--- src/rtl/uart_tx_frame.sv ---
// Buffered UART transmitter: input FIFO, 16x oversampled bit timing, LSB-first frames.
// The optional parity bit is compiled in when the macro UART_TX_PARITY_EN is defined.
module uart_tx_frame #(
  parameter int DATA_W     = 8,
  parameter int DIV_W      = 11,
  parameter int FIFO_DEPTH = 4
) (
  input  logic                         clk_i,
  input  logic                         rst_i,
  input  logic [DIV_W-1:0]             div_i,
  input  logic [1:0]                   parity_i,
  input  logic                         stop2_i,
  input  logic [DATA_W-1:0]            data_i,
  input  logic                         valid_i,
  output logic                         ready_o,
  output logic [$clog2(FIFO_DEPTH):0]  level_o,
  output logic                         busy_o,
  output logic                         tx_o
);
  localparam int PTR_W = $clog2(FIFO_DEPTH);
  localparam int LVL_W = PTR_W + 1;

  typedef enum logic [2:0] {
    S_IDLE   = 3'd0,
    S_START  = 3'd1,
    S_DATA   = 3'd2,
`ifdef UART_TX_PARITY_EN
    S_PARITY = 3'd3,
`endif
    S_STOP   = 3'd4
  } state_t;

  logic [DATA_W-1:0] mem [FIFO_DEPTH];
  logic [PTR_W-1:0]  wr_ptr_reg, rd_ptr_reg;
  logic [LVL_W-1:0]  level_reg;

  state_t            state_reg;
  logic [DATA_W-1:0] shift_reg;
  logic [DIV_W-1:0]  div_reg, div_cnt_reg;
  logic [4:0]        smp_cnt_reg;
  logic [3:0]        bit_cnt_reg;
  logic              stop2_reg;
  logic              tx_reg;

  logic push, pop, ready, tick, bit_end;
  logic [DATA_W-1:0] head;

`ifdef UART_TX_PARITY_EN
  logic [DATA_W-1:0] data_reg;
  logic [1:0]        par_reg;
  logic              par_on, par_bit;
  assign par_on  = (par_reg == 2'b01) || (par_reg == 2'b10);
  assign par_bit = (^data_reg) ^ par_reg[1];
`else
  logic unused_parity;
  assign unused_parity = ^parity_i;
`endif

  // A full FIFO refuses writes even when a pop happens on the same edge.
  assign ready = (level_reg != LVL_W'(FIFO_DEPTH));
  assign push  = valid_i && ready;
  assign head  = mem[rd_ptr_reg];

  always_comb begin
    tick    = (div_cnt_reg == div_reg);
    bit_end = tick && (smp_cnt_reg[3:0] == 4'hF) &&
              ((state_reg != S_STOP) || !stop2_reg || smp_cnt_reg[4]);
    pop     = (level_reg != '0) &&
              ((state_reg == S_IDLE) || ((state_reg == S_STOP) && bit_end));
  end

  always_ff @(posedge clk_i) begin
    if (rst_i) begin
      wr_ptr_reg <= '0;
      rd_ptr_reg <= '0;
      level_reg  <= '0;
    end else begin
      if (push) wr_ptr_reg <= wr_ptr_reg + 1'b1;
      if (pop)  rd_ptr_reg <= rd_ptr_reg + 1'b1;
      level_reg <= level_reg + LVL_W'(push) - LVL_W'(pop);
    end
  end

  always_ff @(posedge clk_i) begin
    if (push) mem[wr_ptr_reg] <= data_i;
  end

  always_ff @(posedge clk_i) begin
    if (rst_i) begin
      state_reg   <= S_IDLE;
      shift_reg   <= '0;
      div_reg     <= '0;
      div_cnt_reg <= '0;
      smp_cnt_reg <= '0;
      bit_cnt_reg <= '0;
      stop2_reg   <= 1'b0;
      tx_reg      <= 1'b1;
`ifdef UART_TX_PARITY_EN
      data_reg    <= '0;
      par_reg     <= '0;
`endif
    end else begin
      if ((state_reg == S_IDLE) || tick) div_cnt_reg <= '0;
      else                              div_cnt_reg <= div_cnt_reg + 1'b1;

      if ((state_reg != S_IDLE) && tick) smp_cnt_reg <= bit_end ? 5'd0 : smp_cnt_reg + 5'd1;

      // Every frame runs on the settings captured when its word was popped.
      if (pop) begin
        state_reg   <= S_START;
        tx_reg      <= 1'b0;
        shift_reg   <= head;
        div_reg     <= div_i;
        stop2_reg   <= stop2_i;
        div_cnt_reg <= '0;
        smp_cnt_reg <= '0;
        bit_cnt_reg <= '0;
`ifdef UART_TX_PARITY_EN
        data_reg    <= head;
        par_reg     <= parity_i;
`endif
      end else if (bit_end) begin
        case (state_reg)
          S_START: begin
            state_reg   <= S_DATA;
            tx_reg      <= shift_reg[0];
            bit_cnt_reg <= '0;
          end
          S_DATA: begin
            shift_reg <= shift_reg >> 1;
            if (bit_cnt_reg == 4'(DATA_W - 1)) begin
`ifdef UART_TX_PARITY_EN
              if (par_on) begin
                state_reg <= S_PARITY;
                tx_reg    <= par_bit;
              end else begin
                state_reg <= S_STOP;
                tx_reg    <= 1'b1;
              end
`else
              state_reg <= S_STOP;
              tx_reg    <= 1'b1;
`endif
            end else begin
              bit_cnt_reg <= bit_cnt_reg + 4'd1;
              tx_reg      <= shift_reg[1];
            end
          end
`ifdef UART_TX_PARITY_EN
          S_PARITY: begin
            state_reg <= S_STOP;
            tx_reg    <= 1'b1;
          end
`endif
          S_STOP: begin
            state_reg <= S_IDLE;
            tx_reg    <= 1'b1;
          end
          default: begin
            state_reg <= state_reg;
          end
        endcase
      end
    end
  end

  assign ready_o = ready;
  assign level_o = level_reg;
  assign busy_o  = (state_reg != S_IDLE) || (level_reg != '0);
  assign tx_o    = tx_reg;
endmodule

--- config.mk ---
export PLATFORM = sky130hd
export DESIGN_NAME = uart_tx_frame
export DESIGN_NICKNAME = d
export VERILOG_FILES = /design/src/rtl/uart_tx_frame.sv
export SDC_FILE = /design/constraint.sdc
export NUM_CORES = 1
export LEC_CHECK = 0
export CAP_MARGIN = 0
export CORE_MARGIN = 10
export CORE_UTILIZATION = 50
export CTS_CLUSTER_DIAMETER = 30
export DETAILED_ROUTE_END_ITERATION = 8
export PLACE_DENSITY = 0.7
export REMOVE_ABC_BUFFERS = 1
export SLEW_MARGIN = 15
export SYNTH_ARGS = -nofsm -noshare
export SYNTH_HDL_FRONTEND = slang
export SYNTH_SLANG_ARGS = --single-unit
export TNS_END_PERCENT = 100
--- constraint.sdc ---
create_clock -name clk_i -period 5.59 [get_ports clk_i]
set_input_delay 1.118 -clock clk_i [delete_from_list [all_inputs] [get_ports clk_i]]
set_output_delay 1.118 -clock clk_i [all_outputs]
set_load 0.005 [all_outputs]
# == After elaboration in Yosys (flattened, before gate mapping) ==
# Memories as Yosys holds them, arrays and structs flattened. A register that Yosys moved wholly into a read port is not among the register bits.
# Index checks and enable logic that the tools add are counted.
# word_totals
register_bits,51
latch_bits,0
mem_bits_rw,32
romBits,0
input_bits,25
mem_count,1
# op_classes
n_addsub,7
multipliers,0
div_mod_pow,0
magnitude_cmp,0
n_eq_ne,11
n_shift,0
muxes,18
n_bitwise,0
reduce_logical,27
# mem_list
name,words,word_bits,read_ports,rd_ports_with_merged_regs,write_ports,line_no,text
mem,4,8,1,1,1,33,logic [DATA_W-1:0] mem [FIFO_DEPTH];
# op_table
cell,n
two-way mux 8 bit,3
adder 11 x 1 -> 11 bit (second input constant),1
== test 11 bit,1
!= test 3 bit (second input constant),3
one-hot mux 3 bit (3 select lines),1
AND reduction 3 bit,3
nonzero test 3 bit,3
one-hot mux 4 bit (2 select lines),1
two-way mux 1 bit,7
logical AND 1 bit,6
nonzero test 2 bit,3
adder 5 x 1 -> 5 bit (second input constant),1
logical OR 1 bit,5
two-way mux 5 bit,1
adder 2 x 1 -> 2 bit (second input constant),2
adder 4 x 1 -> 4 bit (second input constant),1
== test 4 x 3 -> 1 bit (second input constant),1
== test 4 bit (second input constant),1
two-way mux 2 bit,2
two-way mux 4 bit,1
!= test 2 bit (second input constant),2
AND reduction 2 bit,2
nonzero test 4 bit,1
adder 3 x 1 -> 3 bit,1
10 further kinds,10

# == Depth between registers and ports, before layout ==
# Gate-level depths: netlist (run 1).
# logic_depth
depth_word,9
mapped_depth,15
ltp_nobuf,14

# == Least setup slack after synthesis (run 1) ==
# No wires, ideal clock.
# synth_timing
path_kind,register to register
startpoint,register div_cnt_reg[2]
endpoint,"register level_reg[2], in the netlist level_o[2]"
t_arrival_ps,2670
required_time_ps,5462
slack_ps,2792
path_stages_with_launch,16
synth_period_minus_slack_ps,2798
path_cell_list,dfxtp_1 -> xor2_1 -> nor4_2 -> nand3_1 -> o21ai_1 -> buf_4 -> nand2_1 -> inv_1 -> ha_1 -> inv_1 -> ha_1 -> inv_1 -> fa_1 -> xor2_1 -> xnor2_1 -> nor2_1
# synth_between
elab_chain_len,7
# synth_lines
item,line_no,text
"start, declared",39,"logic [DIV_W-1:0] div_reg, div_cnt_reg;"
"start signal, assigned",104,else div_cnt_reg <= div_cnt_reg + 1'b1;
== test 11 bit,65,tick = (div_cnt_reg == div_reg);
logical AND 1 bit (2 in series),66,bit_end = tick && (smp_cnt_reg[3:0] == 4'hF) &&
logical AND 1 bit,69,((state_reg == S_IDLE) || ((state_reg == S_STOP) && bit_end));
logical OR 1 bit,69,
logical AND 1 bit,68,pop = (level_reg != '0) &&
named net pop,45,"logic push, pop, ready, tick, bit_end;"
subtractor 3 x 1 -> 3 bit,80,level_reg <= level_reg + LVL_W'(push) - LVL_W'(pop);
"end signal, assigned",80,
"end, declared",35,logic [LVL_W-1:0] level_reg;
# The timed path passes the listed nets, and every way through them passes these cells.
# A chain may end at the register's enable or synchronous reset.

# == Worst setup path in the final report (run 1) ==
# layout_timing
startpoint,register state_reg[0]
endpoint,"register level_reg[2], in the netlist level_o[2]"
# layout_between
elab_chain_len,8
elab_cells_between_ends,10
# layout_lines
item,line_no,text
"start, declared",37,state_t state_reg;
"start signal, assigned",160,state_reg <= state_reg;
!= test 3 bit,67,((state_reg != S_STOP) || !stop2_reg || smp_cnt_reg[4]);
logical OR 1 bit (2 in series),67,
logical AND 1 bit,66,
logical AND 1 bit,69,
logical OR 1 bit (*),69,
logical AND 1 bit (*),68,
named net pop,45,
subtractor 3 x 1 -> 3 bit (*),80,
# Mark *: on every way through the listed nets, which the timed path passes. The rest lies on a longest branch.

==> metrics.txt, run 1 <==
status=finished, final reports clean; unrepaired setup endpoints after global routing=false; # setup viols final=0; first-pass GRT wire length=roughly 12000 um; critical path endpoint category=flip-flop; fraction of layout cells with a size suffix above 1=10.5%; Slew Limit Headroom=38.2%; antenna cell count=0; dpl hpwl=4860 um; Crit path required time=between 5000 and 6000 ps; DRT iter0 DRCs=roughly 120; DRT Pass-1 Iters=4; #FFs+latches synth=85; Area growth, synth to finish=14.3%; Hold Slack=477 ps; clock sink total=85; gr ovfl total=0; Num CTS Buffers=9; final period utilization=59.4%; share of power burned in registers=47.1%; Cells after Synth=343; Root Buffer=clkbuf_8; Finished Layout Cells=between 400 and 500; switching share of power=33.8%; Seq/Total Area, Yosys=a little over half; clock power share=between 20 and 25%; die area=11300 sq um; Yosys cell types=47; crit-path max FO=21; Fin Setup TNS=0 ps; antenna violations before repair=0; ys async rst share=0%; post-CTS setup buffers=0; CTS Buffer Depth=2; NetSw=0.605 mW; I/O Buffers=28; Int Pwr=1.18 mW; critical path class=flip-flop to flip-flop; Post-CTS Hold Fix Bufs=0; most common cell in the netlist=dfxtp_1; Resize count post-CTS=0; worst min path class=flip-flop to flip-flop; Die W=107 um; largest net degree at the start of global routing=36; WL/cell=~15 um; combinational power share=30.3%; Leak=1.56 nW; Avg Cell Area, Syn=10.9 sq um; Largest register FFs=32; Avg Vias per Cell=5.47; Achievable Freq=between 0.3 and 0.4 GHz; Global Route Usage Sum=a little over an eighth; Starting Density=roughly half; Mapped Area=3740 sq um; Yosys warning count=0; vias in the first global route=between 2000 and 3000; H-tree levels=3; CTS tree=yes; Antenna Nets Post-Route=0; Die Height=between 100 and 150 um; DRC errors left=0; Placed Cells incl. Taps=between 400 and 500; Synth area leaders=dfxtp_1, edfxtp_1, xor2_1; Worst Tran Pin Value=921 ps; Yosys top cell by area=dfxtp_1; routability cong.=0.814; R2R Setup Slk=roughly 2300 ps; post-route minimum period=3320 ps; crit path DAT=3550 ps; VDD IR max=0.188 mV; Total Wirelength=7100 um; core area=7250 sq um; total power=around 1.8 mW; Cell Pwr Density=418 nW/um^2; final hold vios=0; commonest cells in the netlist=dfxtp_1, nor2_1, edfxtp_1, a21oi_1, nand3_1; # rows=31; nets=401; max-cap violations=0; top_reg_cell synth=dfxtp_1; Worst-Skew Late Latency=350 ps; Post-synth EDFFs=32; via count=2570; Reg clk slew, reported paths=roughly 90 ps; crit path launch type=flip-flop; Synth top area share=28.3%; clk_skew=9.06 ps; IO Pins=31; final slew viol count=0
[layout by cell type (no fill, tap or decap), types with 2 or more instances in the layout]
master and instances:
a211oi_1 3, a21o_1 2, a21oi_1 27, a32oi_1 4, and2_1 3, and3_1 8
buf_4 3, clkbuf_8 10, clkdlybuf4s50_1 28, clkinv_4 3, dfxtp_1 53, edfxtp_1 32
ha_1 9, inv_1 8, mux2i_1 6, mux4_2 8, nand2_1 14, nand2b_1 2
nand3_1 24, nand4_1 3, nor2_1 33, nor2b_1 2, nor3_1 7, nor4_2 2
o211ai_1 5, o21ai_0 18, or2_2 3, or3_1 4, xnor2_1 4, xor2_1 23
[layout make-up]
| type | instances | area, sq um |
|---|---|---|
| timing repair buffer | 31 | 303 |
| clock inverter | 6 | 47.5 |
| sequential | 85 | 2020 |
| clock buffer | 10 | 138 |
| tap | 99 | 124 |
| multi-input combinational | 231 | 1620 |
| inverter | 8 | 30.0 |
| fill | 596 | 2970 |
[final timing paths]
path / start / end / cells after the start
setup reg to reg: state_reg[0] / level_o[2] / 15
setup / recovery: state_reg[0] / level_o[2] / 15
hold / removal: bit_cnt_reg[1] / bit_cnt_reg[1] / 2
hold reg to reg: bit_cnt_reg[1] / bit_cnt_reg[1] / 2
[power groups by stage]
| stage | Combinational [mW] | Clock, mW | Sequential (mW) |
|---|---|---|---|
| after global placement | 0.535 | 0 | 0.856 |
| after global routing | 0.613 | 0.436 | 0.864 |
| after detailed placement | 0.547 | 0 | 0.861 |
| after floorplan | 0.386 | 0 | 0.835 |
| final | 0.543 | 0.403 | 0.843 |
| after CTS | 0.549 | 0.412 | 0.846 |
[per-stage QoR]
step	setup slack, ps	instance area [sq um]	util, %
final	2270	4280	59.0
after floorplan	2140	3660	-
after global placement	2340	4090	56.4
after global routing	2000	4280	59.0
after CTS	2250	4280	59.0
after detailed placement	2280	4090	56.4
[critical path, cell delays in order, from the launching register on]
cell and delay [ps]:
dfxtp_1 590, nor2_1 140, and4b_1 220, or2_2 330
o21ai_1 170, buf_4 280, nand2_1 160, inv_1 110
ha_1 220, inv_1 60, ha_1 130, inv_1 50
fa_1 370, xor2_1 180, xnor2_1 140, nor2_1 50
[cells by family (layout without fill, tap and decap cells)]
| kind of cell | count (synthesis) | after routing | synth area share, % |
|---|---|---|---|
| and+or+nand+nor | 112 | 112 | 15.7 |
| DFF | 85 | 85 | 54.0 |
| AOI/OAI and AO/OA | 67 | 67 | 10.6 |
| xor gates and xnor gates | 27 | 27 | 6.32 |
| buffers and inverters | 27 | 55 | 3.08 |
| muxes | 15 | 15 | 6.72 |
| adders and majority gates | 10 | 10 | 3.54 |
[per-layer routing]
metal	global-route usage, %	up-vias	routed length, um
met3	3.50	11	216
met5	0	-	0
li1	-	1282	-
met2	21.9	33	3440
met4	5.42	0	100
met1	16.0	1244	3350
No activity file was read; power rests on OpenSTA's default activity.
==> run 2, diff against run 1 <==
Settings changed: PLACE_DENSITY 0.7 to 0.73.
Clock period 5.59 ns to 2.8 ns, I/O delays scaled along.
==> metrics.txt, run 2 (synthesized netlist as in run 1, its figures left out) <==
antenna violations before repair=0; gr ovfl total=0; Largest register FFs=32; final slew viol count=0; Avg Vias per Cell=5.47; final instance area=4390 sq um; critical path class=flip-flop to flip-flop; post-route minimum period=2640 ps; Num CTS Buffers=9; final period utilization=94.3%; Post-CTS Hold Fix Bufs=0; Starting Density=51.6%; Antenna Nets Post-Route=0; Die W=roughly 110 um; Setup crit end=level_o[2]; first-pass GRT wire length=12300 um; Leak=1.62 nW; clk_skew=8.49 ps; Worst path slowest cell=dfxtp_4; crit-path max FO=4; CTS Buffer Depth=2; Area growth, synth to finish=17.3%; r2r worst-path depth=14; Reg clk slew, reported paths=100 ps; CP bufs+invs=3; final hold vios=0; H-tree levels=3; Fin Setup TNS=0 ps; crit path launch type=flip-flop; worst min path class=flip-flop to flip-flop; Die Height=between 100 and 150 um; Worst-Skew Late Latency=350 ps; nets=414; via count=2640; Cell Pwr Density=841 nW/um^2; reg2reg start=div_cnt_reg[6]; core area=7250 sq um; # setup viols final=0; Global Route Usage Sum=about an eighth; antenna cell count=0; CP top delay family=adder cells; commonest non-fill, non-tap cell in the layout=dfxtp_1; vias in the first global route=between 2000 and 3000; dpl hpwl=5070 um; crit path DAT=2880 ps; DRT iter0 DRCs=101; Placed Cells incl. Taps=467; VDD IR max=0.455 mV; WP depth=14; largest net degree at the start of global routing=35; Crit Reg-Reg Endpoint=level_o[2]; crit-path max cell delay=370 ps; Slew Limit Headroom=approximately a third; Total Wirelength=7140 um; die area=between 10000 and 15000 sq um; most frequent cells in the layout=dfxtp_1, nor2_1, edfxtp_1; Root Buffer=clkbuf_8; R2R Setup Slk=160 ps; Crit path required time=approximately 3000 ps; critical-path cell list=xor2_1, nor4_2, nand3_1, o21ai_2, nand2_2, inv_2, ha_1, inv_1, ha_1, inv_1, fa_2, xor2_1, xnor2_1, nor2_1; max-cap violations=0; CTS tree=yes; Worst Tran Pin Value=1010 ps; DRT Pass-1 Iters=4; Cell Area, Placed=4190 sq um; DRC errors left=0; WL/cell=approximately 15 um; I/O Buffers=28; IO Pins=31; worst setup path start=div_cnt_reg[6]; Finished Layout Cells=483; clock sink total=85; status=finished, final reports clean; # rows=31; fraction of layout cells with a size suffix above 1=15.6%; routability cong.=0.826; critical path endpoint category=flip-flop; Achievable Freq=0.379 GHz
-- run 2: cell count changes in the layout (fill, tap and decap cells not counted), moves of 2 or more --
cell / change
clkinv_4: -2
buf_4: +13
dfxtp_2: +4
inv_8: +2
dfxtp_1: -5
-- run 2: through the flow --
stage / power (mW) / setup slack, ps / util [%] / hold slack (ps)
after floorplan: 2.44 / -651 / - / 443
after global placement: 2.86 / 115 / 57.7 / 458
after detailed placement: 2.90 / 103 / 57.7 / 470
after CTS: 3.72 / 83.0 / 60.3 / 486
after global routing: 3.95 / -34.2 / 60.6 / 518
final: 3.69 / 158 / 60.6 / 483
-- run 2: layout make-up --
type | count | area, sq um
inverter | 8 | 30.0
fill | 591 | 2860
multi-input combinational | 231 | 1620
clock buffer | 9 | 124
clock inverter | 7 | 63.8
sequential | 85 | 2030
timing repair buffer | 44 | 400
tap | 99 | 124
-- run 2: layer usage --
metal | GRT usage, % | routed length [um] | part of all wire (%)
met1 | 15.1 | 3190 | 45
met2 | 22.9 | 3520 | 49
met3 | 4.29 | 343 | 4.8
met4 | 3.97 | 93 | 1.3
met5 | 0 | 0 | 0
-- run 2: repair_timing --
action,CTS,global route
gates resized for setup,0,10
setup buffers,0,0
setup endpoints to repair,0,1
-- run 2: how the worst min path moves through the flow --
stage          slack (ps)  cells after the start            from             end
2_1_floorplan         440                      2       stop2_reg       stop2_reg
3_3_place_gp          460                      2  bit_cnt_reg[1]  bit_cnt_reg[1]
3_5_place_dp          470                      2       stop2_reg       stop2_reg
4_1_cts               490                      2  bit_cnt_reg[1]  bit_cnt_reg[1]
5_1_grt               520                      2       stop2_reg       stop2_reg
6_report              480                      2  bit_cnt_reg[1]  bit_cnt_reg[1]
-- run 2: power breakdown --
group | switching [mW] | total, mW | internal, mW
combinational | 0.622 | 1.21 | 0.592
sequential | 0.164 | 1.67 | 1.50
clock | 0.470 | 0.811 | 0.342
total | 1.26 | 3.69 | 2.44
-- run 2: worst min-delay path, delay by kind of cell, from the launching register on --
family | cells | cell delay [ps]
DFF | 1 | 330
and+or+nand+nor | 1 | 60
AOI/OAI and AO/OA | 1 | 50
